## src/rtl/mam_mem_arbiter.sv

```systemverilog
// Round-robin 2:1 arbiter sharing one memory port between two osd_mam-style masters.
// A grant is held until every beat of the granted transaction has completed.
module mam_mem_arbiter #(
  parameter int DATA_WIDTH = 16,
  parameter int ADDR_WIDTH = 32
) (
  input  logic                          clk,
  input  logic                          rst,
  input  logic [1:0]                    in_req_valid,
  output logic [1:0]                    in_req_ready,
  input  logic [1:0]                    in_req_rw,
  input  logic [1:0]                    in_req_burst,
  input  logic [2*ADDR_WIDTH-1:0]       in_req_addr,
  input  logic [2*14-1:0]               in_req_beats,
  input  logic [1:0]                    in_write_valid,
  output logic [1:0]                    in_write_ready,
  input  logic [2*DATA_WIDTH-1:0]       in_write_data,
  input  logic [2*(DATA_WIDTH/8)-1:0]   in_write_strb,
  output logic [1:0]                    in_read_valid,
  input  logic [1:0]                    in_read_ready,
  output logic [2*DATA_WIDTH-1:0]       in_read_data,
  output logic                          mem_req_valid,
  input  logic                          mem_req_ready,
  output logic                          mem_req_rw,
  output logic                          mem_req_burst,
  output logic [ADDR_WIDTH-1:0]         mem_req_addr,
  output logic [13:0]                   mem_req_beats,
  output logic                          mem_write_valid,
  output logic [DATA_WIDTH-1:0]         mem_write_data,
  output logic [DATA_WIDTH/8-1:0]       mem_write_strb,
  input  logic                          mem_write_ready,
  input  logic                          mem_read_valid,
  input  logic [DATA_WIDTH-1:0]         mem_read_data,
  output logic                          mem_read_ready,
  output logic [1:0]                    grant
);
  localparam int SW = DATA_WIDTH / 8;

  localparam logic [1:0] ST_IDLE  = 2'd0;
  localparam logic [1:0] ST_REQ   = 2'd1;
  localparam logic [1:0] ST_WRITE = 2'd2;
  localparam logic [1:0] ST_READ  = 2'd3;

  logic [1:0]  state;
  logic        owner;
  logic        prio;
  logic [13:0] remain;

  logic                  own_req_valid;
  logic                  own_rw;
  logic                  own_burst;
  logic                  own_write_valid;
  logic                  own_read_ready;
  logic [ADDR_WIDTH-1:0] own_addr;
  logic [13:0]           own_beats;
  logic [DATA_WIDTH-1:0] own_wdata;
  logic [SW-1:0]         own_wstrb;
  logic [1:0]            sel;
  logic                  st_req;
  logic                  st_write;
  logic                  st_read;
  logic                  req_fire;
  logic                  write_fire;
  logic                  read_fire;
  logic                  beat_fire;

  assign own_req_valid   = in_req_valid[owner];
  assign own_rw          = in_req_rw[owner];
  assign own_burst       = in_req_burst[owner];
  assign own_write_valid = in_write_valid[owner];
  assign own_read_ready  = in_read_ready[owner];
  assign own_addr  = owner ? in_req_addr[2*ADDR_WIDTH-1:ADDR_WIDTH] : in_req_addr[ADDR_WIDTH-1:0];
  assign own_beats = owner ? in_req_beats[27:14] : in_req_beats[13:0];
  assign own_wdata = owner ? in_write_data[2*DATA_WIDTH-1:DATA_WIDTH] : in_write_data[DATA_WIDTH-1:0];
  assign own_wstrb = owner ? in_write_strb[2*SW-1:SW] : in_write_strb[SW-1:0];

  assign st_req   = (state == ST_REQ);
  assign st_write = (state == ST_WRITE);
  assign st_read  = (state == ST_READ);
  assign sel      = owner ? 2'b10 : 2'b01;
  assign grant    = (state == ST_IDLE) ? 2'b00 : sel;

  // Forwarded fields are zeroed outside their phase so the memory never sees stale requests.
  assign mem_req_valid = st_req & own_req_valid;
  assign mem_req_rw    = st_req & own_rw;
  assign mem_req_burst = st_req & own_burst;
  assign mem_req_addr  = st_req ? own_addr : '0;
  assign mem_req_beats = st_req ? own_beats : '0;
  assign in_req_ready  = sel & {2{st_req & mem_req_ready}};

  assign mem_write_valid = st_write & own_write_valid;
  assign mem_write_data  = st_write ? own_wdata : '0;
  assign mem_write_strb  = st_write ? own_wstrb : '0;
  assign in_write_ready  = sel & {2{st_write & mem_write_ready}};

  assign mem_read_ready = st_read & own_read_ready;
  assign in_read_valid  = sel & {2{st_read & mem_read_valid}};
  assign in_read_data   = {2{mem_read_data}};

  assign req_fire   = mem_req_valid & mem_req_ready;
  assign write_fire = mem_write_valid & mem_write_ready;
  assign read_fire  = mem_read_valid & mem_read_ready;
  assign beat_fire  = write_fire | read_fire;

  always_ff @(posedge clk) begin
    if (rst) begin
      state  <= ST_IDLE;
      owner  <= 1'b0;
      prio   <= 1'b0;
      remain <= '0;
    end else begin
      case (state)
        ST_IDLE: begin
          if (|in_req_valid) begin
            owner <= (&in_req_valid) ? prio : in_req_valid[1];
            state <= ST_REQ;
          end
        end
        ST_REQ: begin
          if (req_fire) begin
            // A zero-length burst still moves one word.
            remain <= (own_burst && (own_beats != 14'd0)) ? own_beats : 14'd1;
            state  <= own_rw ? ST_WRITE : ST_READ;
          end
        end
        ST_WRITE, ST_READ: begin
          if (beat_fire) begin
            remain <= remain - 14'd1;
            if (remain == 14'd1) begin
              prio  <= ~owner;
              state <= ST_IDLE;
            end
          end
        end
        default: state <= ST_IDLE;
      endcase
    end
  end
endmodule

```

## config.mk

```make
export PLATFORM = sky130hd
export DESIGN_NAME = mam_mem_arbiter
export DESIGN_NICKNAME = d
export VERILOG_FILES = /design/src/rtl/mam_mem_arbiter.sv
export SDC_FILE = /design/constraint.sdc
export NUM_CORES = 1
export LEC_CHECK = 0
export ABC_CLOCK_PERIOD_IN_PS = 2590
export BUFFER_PORTS_ARGS = -buffer_cell sky130_fd_sc_hd__buf_2
export CAP_MARGIN = 5
export CELL_PAD_IN_SITES_DETAIL_PLACEMENT = 1
export CELL_PAD_IN_SITES_GLOBAL_PLACEMENT = 2
export CORE_MARGIN = 3
export CORE_UTILIZATION = 16
export CTS_BUF_LIST = sky130_fd_sc_hd__clkbuf_8
export CTS_CLUSTER_SIZE = 30
export DETAILED_ROUTE_END_ITERATION = 10
export PLACE_DENSITY = 0.8
export SLEW_MARGIN = 20
export SYNTH_ARGS = -nofsm -noshare
export SYNTH_HDL_FRONTEND = slang
export SYNTH_SLANG_ARGS = --single-unit
```

## constraint.sdc

```tcl
create_clock -name clk -period 2.59 [get_ports clk]
set_input_delay 0.518 -clock clk [delete_from_list [all_inputs] [get_ports clk]]
set_output_delay 0.518 -clock clk [all_outputs]
set_load 0.01 [all_outputs]
```

* Yosys cells after proc, flatten, opt, wreduce, memory -nomap -nowiden *
Index checks and enable logic that the tools add are counted.

storage, ports and cells
  output and inout bits = 109
  input port bits = 159
  flip-flop bits (word level) = 18

operators by class
  add/subtract/negate cells = 1
  bitwise logic cells = 16
  multiplexer cells = 31
  eq/ne operators = 8
  reductions and logical operators = 11
  magnitude comparators = 1

operators with widths
  cell                   count
  $mux 14                5
  $mux 32                2
  $mux 16                2
  $pmux 14 s2            1
  $mux 2                 8
  $eq 14x1->1 const B    1
  $reduce_bool 14->1     1
  $sub 14x1->14 const B  1
  $mux 1                 12
  $and 1x1->1            11
  $and 2x2->2            3
  $pmux 2 s3             1
  $reduce_and 3->1       2
  $eq 2x2->1 const B     2
  $ne 2x1->1 const B     2
  $ne 2x2->1 const B     2
  $reduce_and 2->1       2
  $reduce_and 4->1       1
  $reduce_or 2->1        2
  $eq 2x1->1 const B     1
  $logic_not 2->1        1
  $lt 1x2->1 const B     1
  $reduce_bool 2->1      1
  $logic_and 1x1->1      1
  2 further kinds        2

* Depth between registers and ports, before layout *
Gate-level depths: netlist of run 1.

  word-level depth = 7
  mapped depth = 8

* Least setup slack after synthesis of run 1 *
No wires, ideal clock.

  path kind = register -> output
  start = reg owner
  end = out mem_req_addr[0]
  setup slack = 0.504 ns
  arrival = 1.568 ns
  data required time = 2.072 ns
  stages on the path, launching flop included = 8
  buffers on the path = 5
  path through = dfxtp_1 -> buf_6 -> buf_4 -> buf_2 -> buf_2 -> buf_2 -> mux2i_1 -> nor2_1

between the ends
  word-level cells in the longest chain between the ends = 2

ends and longest elaborated chain
  item                    RTL line  RTL
  start, declared         45        logic owner;
  start signal, assigned  115       owner <= (&in_req_valid) ? prio : in_req_valid[1];
  $mux 32                 72        assign own_addr = owner ? in_req_addr[2*ADDR_WIDTH-1:ADDR_WIDTH] : in_req_addr[ADDR_WIDTH-1:0];
  $mux 32                 87        assign mem_req_addr = st_req ? own_addr : '0;
  end, declared           26        output logic [ADDR_WIDTH-1:0] mem_req_addr,

Every way passes these cells.

* Worst setup path after layout of run 1 *
  start = reg owner
  end = out mem_write_data[15]

between the ends
  word-level cells in the longest chain between the ends = 2

ends and longest elaborated chain
  item           RTL line  RTL
  $mux 16        74        assign own_wdata = owner ? in_write_data[2*DATA_WIDTH-1:DATA_WIDTH] : in_write_data[DATA_WIDTH-1:0];
  $mux 16        92        assign mem_write_data = st_write ? own_wdata : '0;
  end, declared  29        output logic [DATA_WIDTH-1:0] mem_write_data,

Every way passes these cells.

==> metrics.txt, run 1 <==
# TYPE chip_impl_metric gauge
chip_impl_info{name="run_status",value="finished clean"} 1
chip_impl_metric{name="rr_worst_depth",unit=""} 6
chip_impl_metric{name="hold_viol",unit=""} 0
chip_impl_info{name="endpoint",value="mem_write_data[15]"} 1
chip_impl_metric{name="postSynthCellCount",unit=""} 372
chip_impl_metric{name="synthToLayoutAreaGrowth",unit="%"} 43.24
chip_impl_metric{name="cts.repair_timing.setup_buffer_count",unit=""} 0
chip_impl_metric{name="layout.nets",unit=""} 707
chip_impl_metric{name="avgRoutedWirePerCell",unit="um"} 17.30
chip_impl_info{name="reg2reg_to",value="remain[3]$_SDFFE_PP0P_"} 1
chip_impl_metric{name="period_needed",unit="ps"} 2433
chip_impl_metric{name="slew_at_the_pin_closest_to_its_max_slew_limit",unit="ps"} 597.9
chip_impl_metric{name="detail_route.first_pass.iterations",unit=""} 5
chip_impl_metric{name="hold_buffers",unit=""} 0
chip_impl_metric{name="hpwlAfterDp",unit="um"} 11260
chip_impl_info{name="crit_type",value="flop to output pin"} 1
chip_impl_metric{name="drt_first_iter_violations",unit=""} 81
chip_impl_metric{name="cts_made_buffers",unit=""} 3
chip_impl_metric{name="power-per-cell-area",unit="mW/mm2"} 393.0
chip_impl_metric{name="routed_wirelength",unit="um"} 13160
chip_impl_metric{name="grt.overflow.total",unit=""} 0
chip_impl_metric{name="drtAntennaViolNets",unit=""} 0
chip_impl_info{name="grt_setup_unrepaired",value="no"} 1
chip_impl_metric{name="postSynth.asyncResetShare",unit=""} 0
chip_impl_metric{name="worst_clk_skew",unit="ps"} 1.640
chip_impl_metric{name="final.fill_count",unit=""} 2048
chip_impl_metric{name="globalRouteTotalUtil",unit=""} 0.1333
chip_impl_metric{name="max_cap_violations",unit=""} 0
chip_impl_metric{name="clk_transition_reported_paths",unit="ps"} 80
chip_impl_metric{name="worst-path-max-fanout",unit=""} 35
chip_impl_metric{name="timing_max_transition_violations_final",unit=""} 0
chip_impl_metric{name="timing.hold.ws",unit="ps"} 513.2
chip_impl_metric{name="dr_total_vias",unit=""} 3374
chip_impl_metric{name="setup_viol_count_final",unit=""} 0
chip_impl_info{name="cts_tree",value="done"} 1
chip_impl_metric{name="fin_crit_sh",unit=""} 0.9394
chip_impl_metric{name="crit_buf_inv",unit=""} 3
chip_impl_info{name="yosys_most_used_dff",value="dfxtp_1"} 1
chip_impl_metric{name="synth.yosys.seq_area_share",unit=""} 0.1371
chip_impl_metric{name="rows",unit=""} 46
chip_impl_metric{name="critical_path.max_stage_delay",unit="ps"} 670
chip_impl_metric{name="number_of_enable_type_register_cells_in_the_synthesized_netlist",unit=""} 0
chip_impl_metric{name="core_area",unit="mm2"} 0.01600
chip_impl_metric{name="timing.setup.tns",unit="ps"} 0
chip_impl_metric{name="cts_max_level",unit=""} 1
chip_impl_metric{name="gp_routability_congestion",unit=""} 0.8340
chip_impl_metric{name="power.total",unit="W"} 0.001479
chip_impl_metric{name="later_pin_clock_latency_in_the_skew_report",unit="ps"} 260
chip_impl_info{name="cp-start-kind",value="flop"} 1
chip_impl_metric{name="worst_ep_arrival_time",unit="ps"} 1920
chip_impl_metric{name="netlist_area",unit="mm2"} 0.002628
chip_impl_metric{name="drc",unit=""} 0
chip_impl_info{name="endpoint_kind",value="output pin"} 1
chip_impl_metric{name="floorplan.die.height",unit="um"} 134.2
chip_impl_info{name="crit_path_cell_trace",value="buf_12 > buf_4 > mux2i_1 > nor2_1 > buf_2"} 1
chip_impl_info{name="crit_family",value="buffers and inverters"} 1
chip_impl_info{name="critical_path.slowest_cell",value="dfxtp_4"} 1
chip_impl_metric{name="maxSlewHeadroom",unit=""} 0.6004
chip_impl_info{name="worstSetupStartpoint",value="owner$_SDFFE_PP0P_"} 1
chip_impl_metric{name="grt_pass1_wl",unit="um"} 19360
chip_impl_metric{name="pre_cts_ws",unit="ps"} 393.3
chip_impl_metric{name="largest_net_degree_at_the_start_of_global_routing",unit=""} 36
chip_impl_metric{name="yosysWarningCount",unit=""} 0
chip_impl_info{name="worst_hold_path_type",value="flop to flop"} 1
chip_impl_metric{name="achievable-frequency",unit="MHz"} 411.0
chip_impl_metric{name="number_of_flip_flops_and_latches_in_the_synthesized_netlist",unit=""} 18
chip_impl_metric{name="cts_resized",unit=""} 0
chip_impl_metric{name="share_of_post_route_cells_with_drive_strength_above_1",unit=""} 0.4477
chip_impl_info{name="root_buffer",value="clkbuf_8"} 1
chip_impl_metric{name="via_per_instance_ratio",unit=""} 4.434
chip_impl_metric{name="worstPathRequired",unit="ps"} 2070
chip_impl_metric{name="setup.reg_to_reg.worst_slack",unit="ps"} 390
chip_impl_metric{name="io_buf_count",unit=""} 219
chip_impl_metric{name="number_of_global_route_vias_before_repair",unit=""} 3515
chip_impl_metric{name="p_leak",unit="nW"} 1.800
chip_impl_metric{name="clock_sinks",unit=""} 18
chip_impl_metric{name="synth.distinct_cells",unit=""} 54
chip_impl_metric{name="worst_slack",unit="ps"} 156.9
chip_impl_metric{name="synth_nets",unit=""} 533
chip_impl_metric{name="floorplan.die.width",unit="um"} 134.2
chip_impl_metric{name="cts.path.max_buffers",unit=""} 2
chip_impl_metric{name="die_area",unit="mm2"} 0.01800
chip_impl_metric{name="ios",unit=""} 268
chip_impl_info{name="mostFrequentLayoutCell",value="buf_2"} 1
chip_impl_metric{name="ir_drop",unit="mV"} 0.1531
chip_impl_metric{name="antenna_found_initial",unit=""} 0
chip_impl_info{name="hold_path_startpoint",value="prio$_SDFFE_PP0P_"} 1
chip_impl_metric{name="crit_cells",unit=""} 5
chip_impl_metric{name="postSynthAreaPerCell",unit="um2"} 7.063
chip_impl_info{name="r2r_start",value="owner$_SDFFE_PP0P_"} 1
chip_impl_metric{name="initial_core_util",unit=""} 0.1642
chip_impl_info{name="commonest_cells_after_routing_fill_and_taps_aside",value="buf_2, nor2_1, mux2i_1"} 1
chip_impl_metric{name="antenna-diode-count",unit=""} 0
[routing by layer]
metal,global-route usage,up-vias,share of wire
met5,0,-,0
met4,0.01584,0,0.0072
met3,0.03076,13,0.075
met2,0.2681,128,0.54
met1,0.1444,1603,0.37
li1,-,1630,-
[synth_stat cells (all sizes together) (2+ instances only)]
library cell  instances  area [um2]
inv                   4       15.01
a31oi                 2       12.51
and3b                 2       17.52
a2111oi               2       23.77
buf                  47       339.1
mux2i                67       670.6
nor4                  7       56.30
mux2                  3       37.53
xor2                  2       17.52
nor4b                 2       17.52
a32oi                 3       26.28
o22ai                 5       31.28
nor2                103       386.6
and3                  3       18.77
a32o                  3       30.03
a22oi                 3       22.52
or3                   2       13.77
or4                   3       26.27
clkbuf               12       45.04
or2                   2       12.51
nand3                 4       20.02
a21oi                14       70.07
nand2                14       52.55
o21ai                 4       20.01
nor3                 17       90.09
nand2b                3       18.77
ha                    2       25.02
a211oi                3       22.52
dfxtp                18       360.4
[logic make-up (layout without fill, tap and decap cells)]
family                     count (synthesis)  after routing  synth area share
and+or+nand+nor                          166            166            0.2900
adders and majority gates                  2              2          0.009522
AOI/OAI and AO/OA                         49             49            0.1305
DFF                                       18             18            0.1371
buffers and inverters                     64            237            0.1533
xor gates and xnor gates                   3              3           0.01000
muxes                                     70             70            0.2695
[area by class of cell]
| cell class | count | area [um2] | share of cell area |
|---|---|---|---|
| multi-input combinational | 290 | 1867 | 0.4960 |
| sequential | 18 | 364.1 | 0.09674 |
| timing repair buffer | 228 | 1189 | 0.3158 |
| inverter | 5 | 18.77 | 0.004987 |
| tap | 216 | 270.3 | 0.07181 |
| clock buffer | 4 | 55.05 | 0.01463 |
[power by group]
group / switching, W / leakage (nW) / internal (W)
Combinational: 0.000503 / 1.62 / 0.000386
Sequential: 0.0000499 / 0.147 / 0.000300
Clock: 0.000105 / 0.0288 / 0.000135
Total: 0.000658 / 1.80 / 0.000821
[per-stage QoR]
step                        util  instance area (um2)  cells
final                     0.2352                 3764    761
after global routing      0.2352                 3764    761
after CTS                 0.2352                 3764    761
after detailed placement  0.2318                 3709    757
after global placement    0.2318                 3709    757
after floorplan                -                 2628    372
[worst register-to-register path, cell delays in order (launching register included)]
cell and delay (ps):
dfxtp_4 670, mux2_2 420, a222oi_1 290, buf_4 300, o21ai_1 110, a221oi_1 240, nor2_1 60
[registers in the layout (all words and copies together), names as in the netlist]
signal  cells
remain     14
state       2
owner       1
prio        1
[worst min-delay path by stage]
stage | to | slack, ps | cells after the start
2_1_floorplan | prio$_SDFFE_PP0P_ | 450 | 2
3_3_place_gp | remain[1]$_SDFFE_PP0P_ | 470 | 2
3_5_place_dp | prio$_SDFFE_PP0P_ | 500 | 2
4_1_cts | remain[1]$_SDFFE_PP0P_ | 510 | 2
5_1_grt | prio$_SDFFE_PP0P_ | 530 | 2
6_report | prio$_SDFFE_PP0P_ | 510 | 2
Power figures use the tool's default switching activity.
==> run 2: changes to the inputs <==
--- a/config.mk
+++ b/config.mk
@@ -15,6 +15,7 @@
 export CTS_BUF_LIST = sky130_fd_sc_hd__clkbuf_8
 export CTS_CLUSTER_SIZE = 30
 export DETAILED_ROUTE_END_ITERATION = 10
+export MAX_ROUTING_LAYER = met4
 export PLACE_DENSITY = 0.8
 export SLEW_MARGIN = 20
 export SYNTH_ARGS = -nofsm -noshare
==> metrics.txt, run 2 (same netlist as run 1, synthesis figures left out) <==
# TYPE chip_impl_metric gauge
chip_impl_metric{name="achievable-frequency",unit="MHz"} 410.3
chip_impl_metric{name="grt_pass1_wl",unit="um"} 19350
chip_impl_info{name="crit_path_cell_trace",value="buf_12 > buf_4 > mux2i_1 > nor2_1 > buf_2"} 1
chip_impl_info{name="cp-start-kind",value="flop"} 1
chip_impl_info{name="run_status",value="finished clean"} 1
chip_impl_metric{name="rr_worst_depth",unit=""} 6
chip_impl_metric{name="detail_route.first_pass.iterations",unit=""} 5
chip_impl_metric{name="p_leak",unit="nW"} 1.800
chip_impl_metric{name="ir_drop",unit="mV"} 0.1528
chip_impl_info{name="crit_family",value="buffers and inverters"} 1
chip_impl_info{name="hold_path_startpoint",value="prio$_SDFFE_PP0P_"} 1
chip_impl_metric{name="drc",unit=""} 0
chip_impl_metric{name="floorplan.die.height",unit="um"} 134.2
chip_impl_info{name="largest_register",value="remain"} 1
chip_impl_metric{name="seqCellArea",unit="um2"} 364.1
chip_impl_metric{name="clock_sinks",unit=""} 18
chip_impl_metric{name="drt_first_iter_violations",unit=""} 89
chip_impl_info{name="crit_type",value="flop to output pin"} 1
chip_impl_metric{name="dr_total_vias",unit=""} 3389
chip_impl_metric{name="initial_core_util",unit=""} 0.1642
chip_impl_metric{name="timing.setup.tns",unit="ps"} 0
chip_impl_metric{name="ios",unit=""} 268
chip_impl_info{name="worst_hold_path_type",value="flop to flop"} 1
chip_impl_metric{name="gp_routability_congestion",unit=""} 0.8469
chip_impl_metric{name="layout.nets",unit=""} 707
chip_impl_metric{name="post-place-cells",unit=""} 757
chip_impl_metric{name="hpwlAfterDp",unit="um"} 11260
chip_impl_metric{name="largest_net_degree_at_the_start_of_global_routing",unit=""} 36
chip_impl_metric{name="fin_crit_sh",unit=""} 0.9411
chip_impl_metric{name="whs_path_depth",unit=""} 2
chip_impl_metric{name="worstPathRequired",unit="ps"} 2070
chip_impl_metric{name="avgRoutedWirePerCell",unit="um"} 17.38
chip_impl_metric{name="antenna_found_initial",unit=""} 0
chip_impl_metric{name="largest_register_ffs",unit=""} 14
chip_impl_metric{name="number_of_global_route_vias_before_repair",unit=""} 3515
chip_impl_metric{name="cts.path.max_buffers",unit=""} 2
chip_impl_info{name="cts_tree",value="done"} 1
chip_impl_metric{name="routed_wirelength",unit="um"} 13220
chip_impl_metric{name="hold_buffers",unit=""} 0
chip_impl_metric{name="period_needed",unit="ps"} 2437
chip_impl_metric{name="later_pin_clock_latency_in_the_skew_report",unit="ps"} 260
chip_impl_metric{name="worst-path-max-fanout",unit=""} 35
chip_impl_metric{name="core_area",unit="mm2"} 0.01600
chip_impl_metric{name="worst_slack",unit="ps"} 152.6
chip_impl_metric{name="floorplan.die.width",unit="um"} 134.2
chip_impl_info{name="r2r_start",value="owner$_SDFFE_PP0P_"} 1
chip_impl_info{name="reg2reg_to",value="remain[3]$_SDFFE_PP0P_"} 1
chip_impl_metric{name="maxSlewHeadroom",unit=""} 0.5852
chip_impl_info{name="worstSetupStartpoint",value="owner$_SDFFE_PP0P_"} 1
chip_impl_info{name="biggestRegsByFlops",value="remain x14, state x2"} 1
chip_impl_metric{name="crit_buf_inv",unit=""} 3
chip_impl_metric{name="max_cap_violations",unit=""} 0
chip_impl_info{name="critical_path.slowest_cell",value="dfxtp_4"} 1
chip_impl_info{name="mostFrequentLayoutCell",value="buf_2"} 1
chip_impl_metric{name="cts_max_level",unit=""} 1
chip_impl_info{name="worstHoldEndpoint",value="prio$_SDFFE_PP0P_"} 1
chip_impl_metric{name="setup_viol_count_final",unit=""} 0
chip_impl_metric{name="power-per-cell-area",unit="mW/mm2"} 393.4
chip_impl_metric{name="hold_viol",unit=""} 0
chip_impl_metric{name="timing_max_transition_violations_final",unit=""} 0
chip_impl_info{name="root_buffer",value="clkbuf_8"} 1
chip_impl_metric{name="cts_made_buffers",unit=""} 3
chip_impl_metric{name="stdcell_count",unit=""} 761
chip_impl_metric{name="rows",unit=""} 46
chip_impl_metric{name="multiInputGateArea",unit="mm2"} 0.001867
chip_impl_metric{name="worst_clk_skew",unit="ps"} 2.143
chip_impl_metric{name="slew_at_the_pin_closest_to_its_max_slew_limit",unit="ps"} 620.8
chip_impl_metric{name="worst_ep_arrival_time",unit="ps"} 1920
chip_impl_metric{name="die_area",unit="mm2"} 0.01800
chip_impl_metric{name="clk_transition_reported_paths",unit="ps"} 80
chip_impl_metric{name="io_buf_count",unit=""} 219
chip_impl_metric{name="share_of_post_route_cells_with_drive_strength_above_1",unit=""} 0.4477
chip_impl_info{name="endpoint_kind",value="output pin"} 1
chip_impl_metric{name="globalRouteTotalUtil",unit=""} 0.1372
chip_impl_metric{name="drtAntennaViolNets",unit=""} 0
chip_impl_metric{name="critical_path.max_stage_delay",unit="ps"} 670
chip_impl_metric{name="pre_cts_ws",unit="ps"} 393.3
chip_impl_metric{name="setup.reg_to_reg.worst_slack",unit="ps"} 380
chip_impl_metric{name="cts.repair_timing.setup_buffer_count",unit=""} 0
chip_impl_metric{name="synthToLayoutAreaGrowth",unit="%"} 43.24
chip_impl_metric{name="cts_resized",unit=""} 0
chip_impl_metric{name="final.fill_count",unit=""} 2048
chip_impl_metric{name="grt.overflow.total",unit=""} 0
chip_impl_info{name="commonest_cells_after_routing_fill_and_taps_aside",value="buf_2, nor2_1, mux2i_1"} 1
chip_impl_metric{name="antenna-diode-count",unit=""} 0
chip_impl_metric{name="via_per_instance_ratio",unit=""} 4.453
chip_impl_info{name="grt_setup_unrepaired",value="no"} 1
## run 2: cell counts in the layout (fill, tap and decap cells not counted)
No cell type changed its count.
## run 2: routing by layer
layer / vias up / global-route usage / routed length, um
li1: 1631 / - / -
met1: 1616 / 0.1451 / 4992
met2: 131 / 0.2681 / 7176
met3: 11 / 0.02963 / 975
met4: 0 / 0.01584 / 80
met5: - / - / 0
## run 2: layout make-up
type,instances,area share
multi-input combinational,290,0.4960
timing repair buffer,228,0.3158
sequential,18,0.09674
tap,216,0.07181
clock buffer,4,0.01463
inverter,5,0.004987
## run 2: worst max-delay path by stage
stage                        endpoint  slack, ps  cells after the start
5_1_grt            mem_write_data[15]         40                      5
6_report           mem_write_data[15]        150                      5
3_5_place_dp   remain[3]$_SDFFE_PP0P_        390                      6
3_3_place_gp   remain[3]$_SDFFE_PP0P_        420                      6
4_1_cts            mem_write_data[15]        140                      5
2_1_floorplan         mem_req_addr[0]        500                      7
## run 2: power breakdown
group	switching, W	internal (W)
Combinational	0.000504	0.000386
Clock	0.000105	0.000135
Sequential	0.0000498	0.000300
Total	0.000659	0.000821
## run 2: worst min-delay path, delay by kind of cell (launching register included)
kind	cells	cell delay [ps]
flops	1	340
mux	1	70
simple gates	1	70
## run 2: stage by stage
stage / util / power (W) / hold WS [ps] / cell area, um2
2_1_floorplan: - / 0.0009177 / 454.7 / 2628
3_3_place_gp: 0.2318 / 0.001239 / 473.3 / 3709
3_5_place_dp: 0.2318 / 0.001257 / 497.2 / 3709
4_1_cts: 0.2352 / 0.001497 / 514.0 / 3764
5_1_grt: 0.2352 / 0.001583 / 531.9 / 3764
6_report: 0.2352 / 0.001481 / 512.4 / 3764
==> run 3: changes to the inputs <==
==> config.mk (replaced) <==
export PLATFORM = sky130hd
export DESIGN_NAME = mam_mem_arbiter
export DESIGN_NICKNAME = d
export VERILOG_FILES = /design/src/rtl/mam_mem_arbiter.sv
export SDC_FILE = /design/constraint.sdc
export NUM_CORES = 1
export LEC_CHECK = 0
export ABC_CLOCK_PERIOD_IN_PS = 3000
export BUFFER_PORTS_ARGS = -buffer_cell sky130_fd_sc_hd__buf_2
export CAP_MARGIN = 5
export CELL_PAD_IN_SITES_DETAIL_PLACEMENT = 1
export CELL_PAD_IN_SITES_GLOBAL_PLACEMENT = 2
export CORE_MARGIN = 3
export CORE_UTILIZATION = 18
export CTS_BUF_LIST = sky130_fd_sc_hd__clkbuf_8
export CTS_CLUSTER_SIZE = 30
export DETAILED_ROUTE_END_ITERATION = 10
export PLACE_DENSITY = 0.89
export SLEW_MARGIN = 20
export SYNTH_ARGS = -nofsm -noshare
export SYNTH_HDL_FRONTEND = slang
export SYNTH_SLANG_ARGS = --single-unit
==> constraint.sdc (replaced) <==
create_clock -name clk -period 3 [get_ports clk]
set_input_delay 0.6 -clock clk [delete_from_list [all_inputs] [get_ports clk]]
set_output_delay 0.6 -clock clk [all_outputs]
set_load 0.01 [all_outputs]
==> metrics.txt, run 3 (same netlist as run 1, synthesis figures left out) <==
# TYPE chip_impl_metric gauge
chip_impl_info{name="worst_hold_path_type",value="flop to flop"} 1
chip_impl_info{name="run_status",value="finished clean"} 1
chip_impl_metric{name="hpwlAfterDp",unit="um"} 10270
chip_impl_info{name="worstHoldEndpoint",value="prio$_SDFFE_PP0P_"} 1
chip_impl_metric{name="grt.overflow.total",unit=""} 0
chip_impl_metric{name="power-per-cell-area",unit="mW/mm2"} 332.7
chip_impl_info{name="cp-start-kind",value="flop"} 1
chip_impl_metric{name="clk_transition_reported_paths",unit="ps"} 70
chip_impl_info{name="mostFrequentLayoutCell",value="buf_2"} 1
chip_impl_metric{name="initial_core_util",unit=""} 0.1864
chip_impl_metric{name="hold_buffers",unit=""} 0
chip_impl_info{name="grt_setup_unrepaired",value="no"} 1
chip_impl_metric{name="drt_first_iter_violations",unit=""} 94
chip_impl_metric{name="core_area",unit="mm2"} 0.01410
chip_impl_info{name="reg2reg_to",value="remain[3]$_SDFFE_PP0P_"} 1
chip_impl_metric{name="clock_sinks",unit=""} 18
chip_impl_info{name="commonest_cells_after_routing_fill_and_taps_aside",value="buf_2, nor2_1, mux2i_1"} 1
chip_impl_metric{name="cts_resized",unit=""} 0
chip_impl_metric{name="rows",unit=""} 43
chip_impl_metric{name="crit_buf_inv",unit=""} 2
chip_impl_metric{name="floorplan.die.width",unit="um"} 126.8
chip_impl_metric{name="antenna_found_initial",unit=""} 0
chip_impl_metric{name="timing_max_transition_violations_final",unit=""} 0
chip_impl_metric{name="via_per_instance_ratio",unit=""} 4.711
chip_impl_metric{name="hold_viol",unit=""} 0
chip_impl_metric{name="final_util",unit=""} 0.2590
chip_impl_metric{name="worst_clk_skew",unit="ps"} 1.430
chip_impl_metric{name="cts.repair_timing.setup_buffer_count",unit=""} 0
chip_impl_metric{name="synthToLayoutAreaGrowth",unit="%"} 38.95
chip_impl_metric{name="rr_worst_depth",unit=""} 6
chip_impl_info{name="largest_register",value="remain"} 1
chip_impl_metric{name="share_of_post_route_cells_with_drive_strength_above_1",unit=""} 0.4397
chip_impl_metric{name="post-place-cells",unit=""} 715
chip_impl_info{name="cts_tree",value="done"} 1
chip_impl_metric{name="layout.nets",unit=""} 701
chip_impl_metric{name="drc",unit=""} 0
chip_impl_info{name="crit_type",value="flop to output pin"} 1
chip_impl_metric{name="p_leak",unit="nW"} 1.763
chip_impl_metric{name="max_cap_violations",unit=""} 0
chip_impl_info{name="crit_family",value="flip-flops"} 1
chip_impl_metric{name="largest_register_ffs",unit=""} 14
chip_impl_info{name="crit_path_cell_trace",value="buf_12 > mux2i_1 > nor2_1 > buf_2"} 1
chip_impl_metric{name="gp_routability_congestion",unit=""} 0.8332
chip_impl_metric{name="ir_drop",unit="mV"} 0.1044
chip_impl_metric{name="cts_max_level",unit=""} 1
chip_impl_metric{name="io_buf_count",unit=""} 219
chip_impl_metric{name="drtAntennaViolNets",unit=""} 0
chip_impl_metric{name="detail_route.first_pass.iterations",unit=""} 4
chip_impl_metric{name="later_pin_clock_latency_in_the_skew_report",unit="ps"} 260
chip_impl_metric{name="largest_net_degree_at_the_start_of_global_routing",unit=""} 50
chip_impl_info{name="endpoint_kind",value="output pin"} 1
chip_impl_metric{name="antenna-diode-count",unit=""} 0
chip_impl_metric{name="globalRouteTotalUtil",unit=""} 0.1444
chip_impl_metric{name="number_of_global_route_vias_before_repair",unit=""} 3597
chip_impl_info{name="hold_path_startpoint",value="prio$_SDFFE_PP0P_"} 1
chip_impl_info{name="biggestRegsByFlops",value="remain x14, state x2"} 1
chip_impl_metric{name="cts.path.max_buffers",unit=""} 2
chip_impl_metric{name="dr_total_vias",unit=""} 3387
chip_impl_metric{name="achievable-frequency",unit="MHz"} 387.9
chip_impl_metric{name="stdcell_count",unit=""} 719
chip_impl_metric{name="period_needed",unit="ps"} 2578
chip_impl_metric{name="worstPathRequired",unit="ps"} 2400
chip_impl_metric{name="routed_wirelength",unit="um"} 12440
chip_impl_info{name="root_buffer",value="clkbuf_8"} 1
chip_impl_metric{name="avgRoutedWirePerCell",unit="um"} 17.29
chip_impl_metric{name="slew_at_the_pin_closest_to_its_max_slew_limit",unit="ps"} 958.6
chip_impl_info{name="critical_path.slowest_cell",value="dfxtp_4"} 1
chip_impl_metric{name="ios",unit=""} 268
chip_impl_metric{name="setup_viol_count_final",unit=""} 0
chip_impl_metric{name="fin_crit_sh",unit=""} 0.8594
chip_impl_metric{name="floorplan.die.height",unit="um"} 126.8
chip_impl_metric{name="whs_path_depth",unit=""} 2
chip_impl_metric{name="critical_path.max_stage_delay",unit="ps"} 770
chip_impl_metric{name="setup.reg_to_reg.worst_slack",unit="ps"} 580
chip_impl_metric{name="worst_ep_arrival_time",unit="ps"} 1980
chip_impl_metric{name="grt_pass1_wl",unit="um"} 19040
chip_impl_metric{name="cts_made_buffers",unit=""} 3
chip_impl_info{name="r2r_start",value="owner$_SDFFE_PP0P_"} 1
chip_impl_metric{name="worst-path-max-fanout",unit=""} 47
chip_impl_metric{name="timing.setup.tns",unit="ps"} 0
chip_impl_metric{name="die_area",unit="mm2"} 0.01608
chip_impl_metric{name="maxSlewHeadroom",unit=""} 0.3586
run 3: final cells by class:
cell class	count	area, um2
timing repair buffer	222	1131
fill	1796	10450
clock buffer	3	41.29
multi-input combinational	290	1867
sequential	18	364.1
inverter	5	18.77
clock inverter	1	3.754
tap	180	225.2
run 3: worst register-to-register path, stage by stage, from the launching register on:
cell	delay [ps]
dfxtp_4	770
mux2_2	440
a222oi_1	340
buf_4	310
o21ai_1	120
a221oi_1	270
nor2_1	60
run 3: metrics by stage:
step	setup WS (ps)	hold WS, ps	area, um2	total power [W]
final	421.8	498.6	3651	0.001215
after global routing	272.5	550.3	3651	0.001315
after CTS	419.3	505.7	3651	0.001234
after detailed placement	613.1	487.6	3606	0.001049
after global placement	698.6	470.2	3606	0.001026
after floorplan	832.2	454.7	2628	0.0007923
run 3: power breakdown:
part	internal, W	switching (W)	leakage [nW]	total [W]
combinational	0.000316	0.000413	1.59	0.000729
sequential	0.000259	0.0000458	0.147	0.000305
clock	0.0000912	0.0000897	0.0269	0.000181
run 3: worst max-delay path by stage:
stage	slack (ps)	endpoint	cells after the start	startpoint
6_report	420	mem_req_rw	4	owner$_SDFFE_PP0P_
2_1_floorplan	830	mem_req_addr[0]	7	owner$_SDFFE_PP0P_
4_1_cts	420	mem_req_beats[0]	3	state[0]$_SDFFE_PP0P_
3_5_place_dp	610	remain[3]$_SDFFE_PP0P_	6	owner$_SDFFE_PP0P_
5_1_grt	270	mem_req_beats[0]	3	state[0]$_SDFFE_PP0P_
3_3_place_gp	700	remain[0]$_SDFFE_PP0P_	5	owner$_SDFFE_PP0P_
run 3: routing by layer:
layer / GRT usage / part of all wire / wire length [um] / up-vias
met5: 0 / 0 / 0 / -
met4: 0.04353 / 0.024 / 302 / 0
met3: 0.02568 / 0.066 / 816 / 16
met2: 0.2699 / 0.51 / 6395 / 132
met1: 0.1660 / 0.40 / 4920 / 1623
li1: - / - / - / 1616
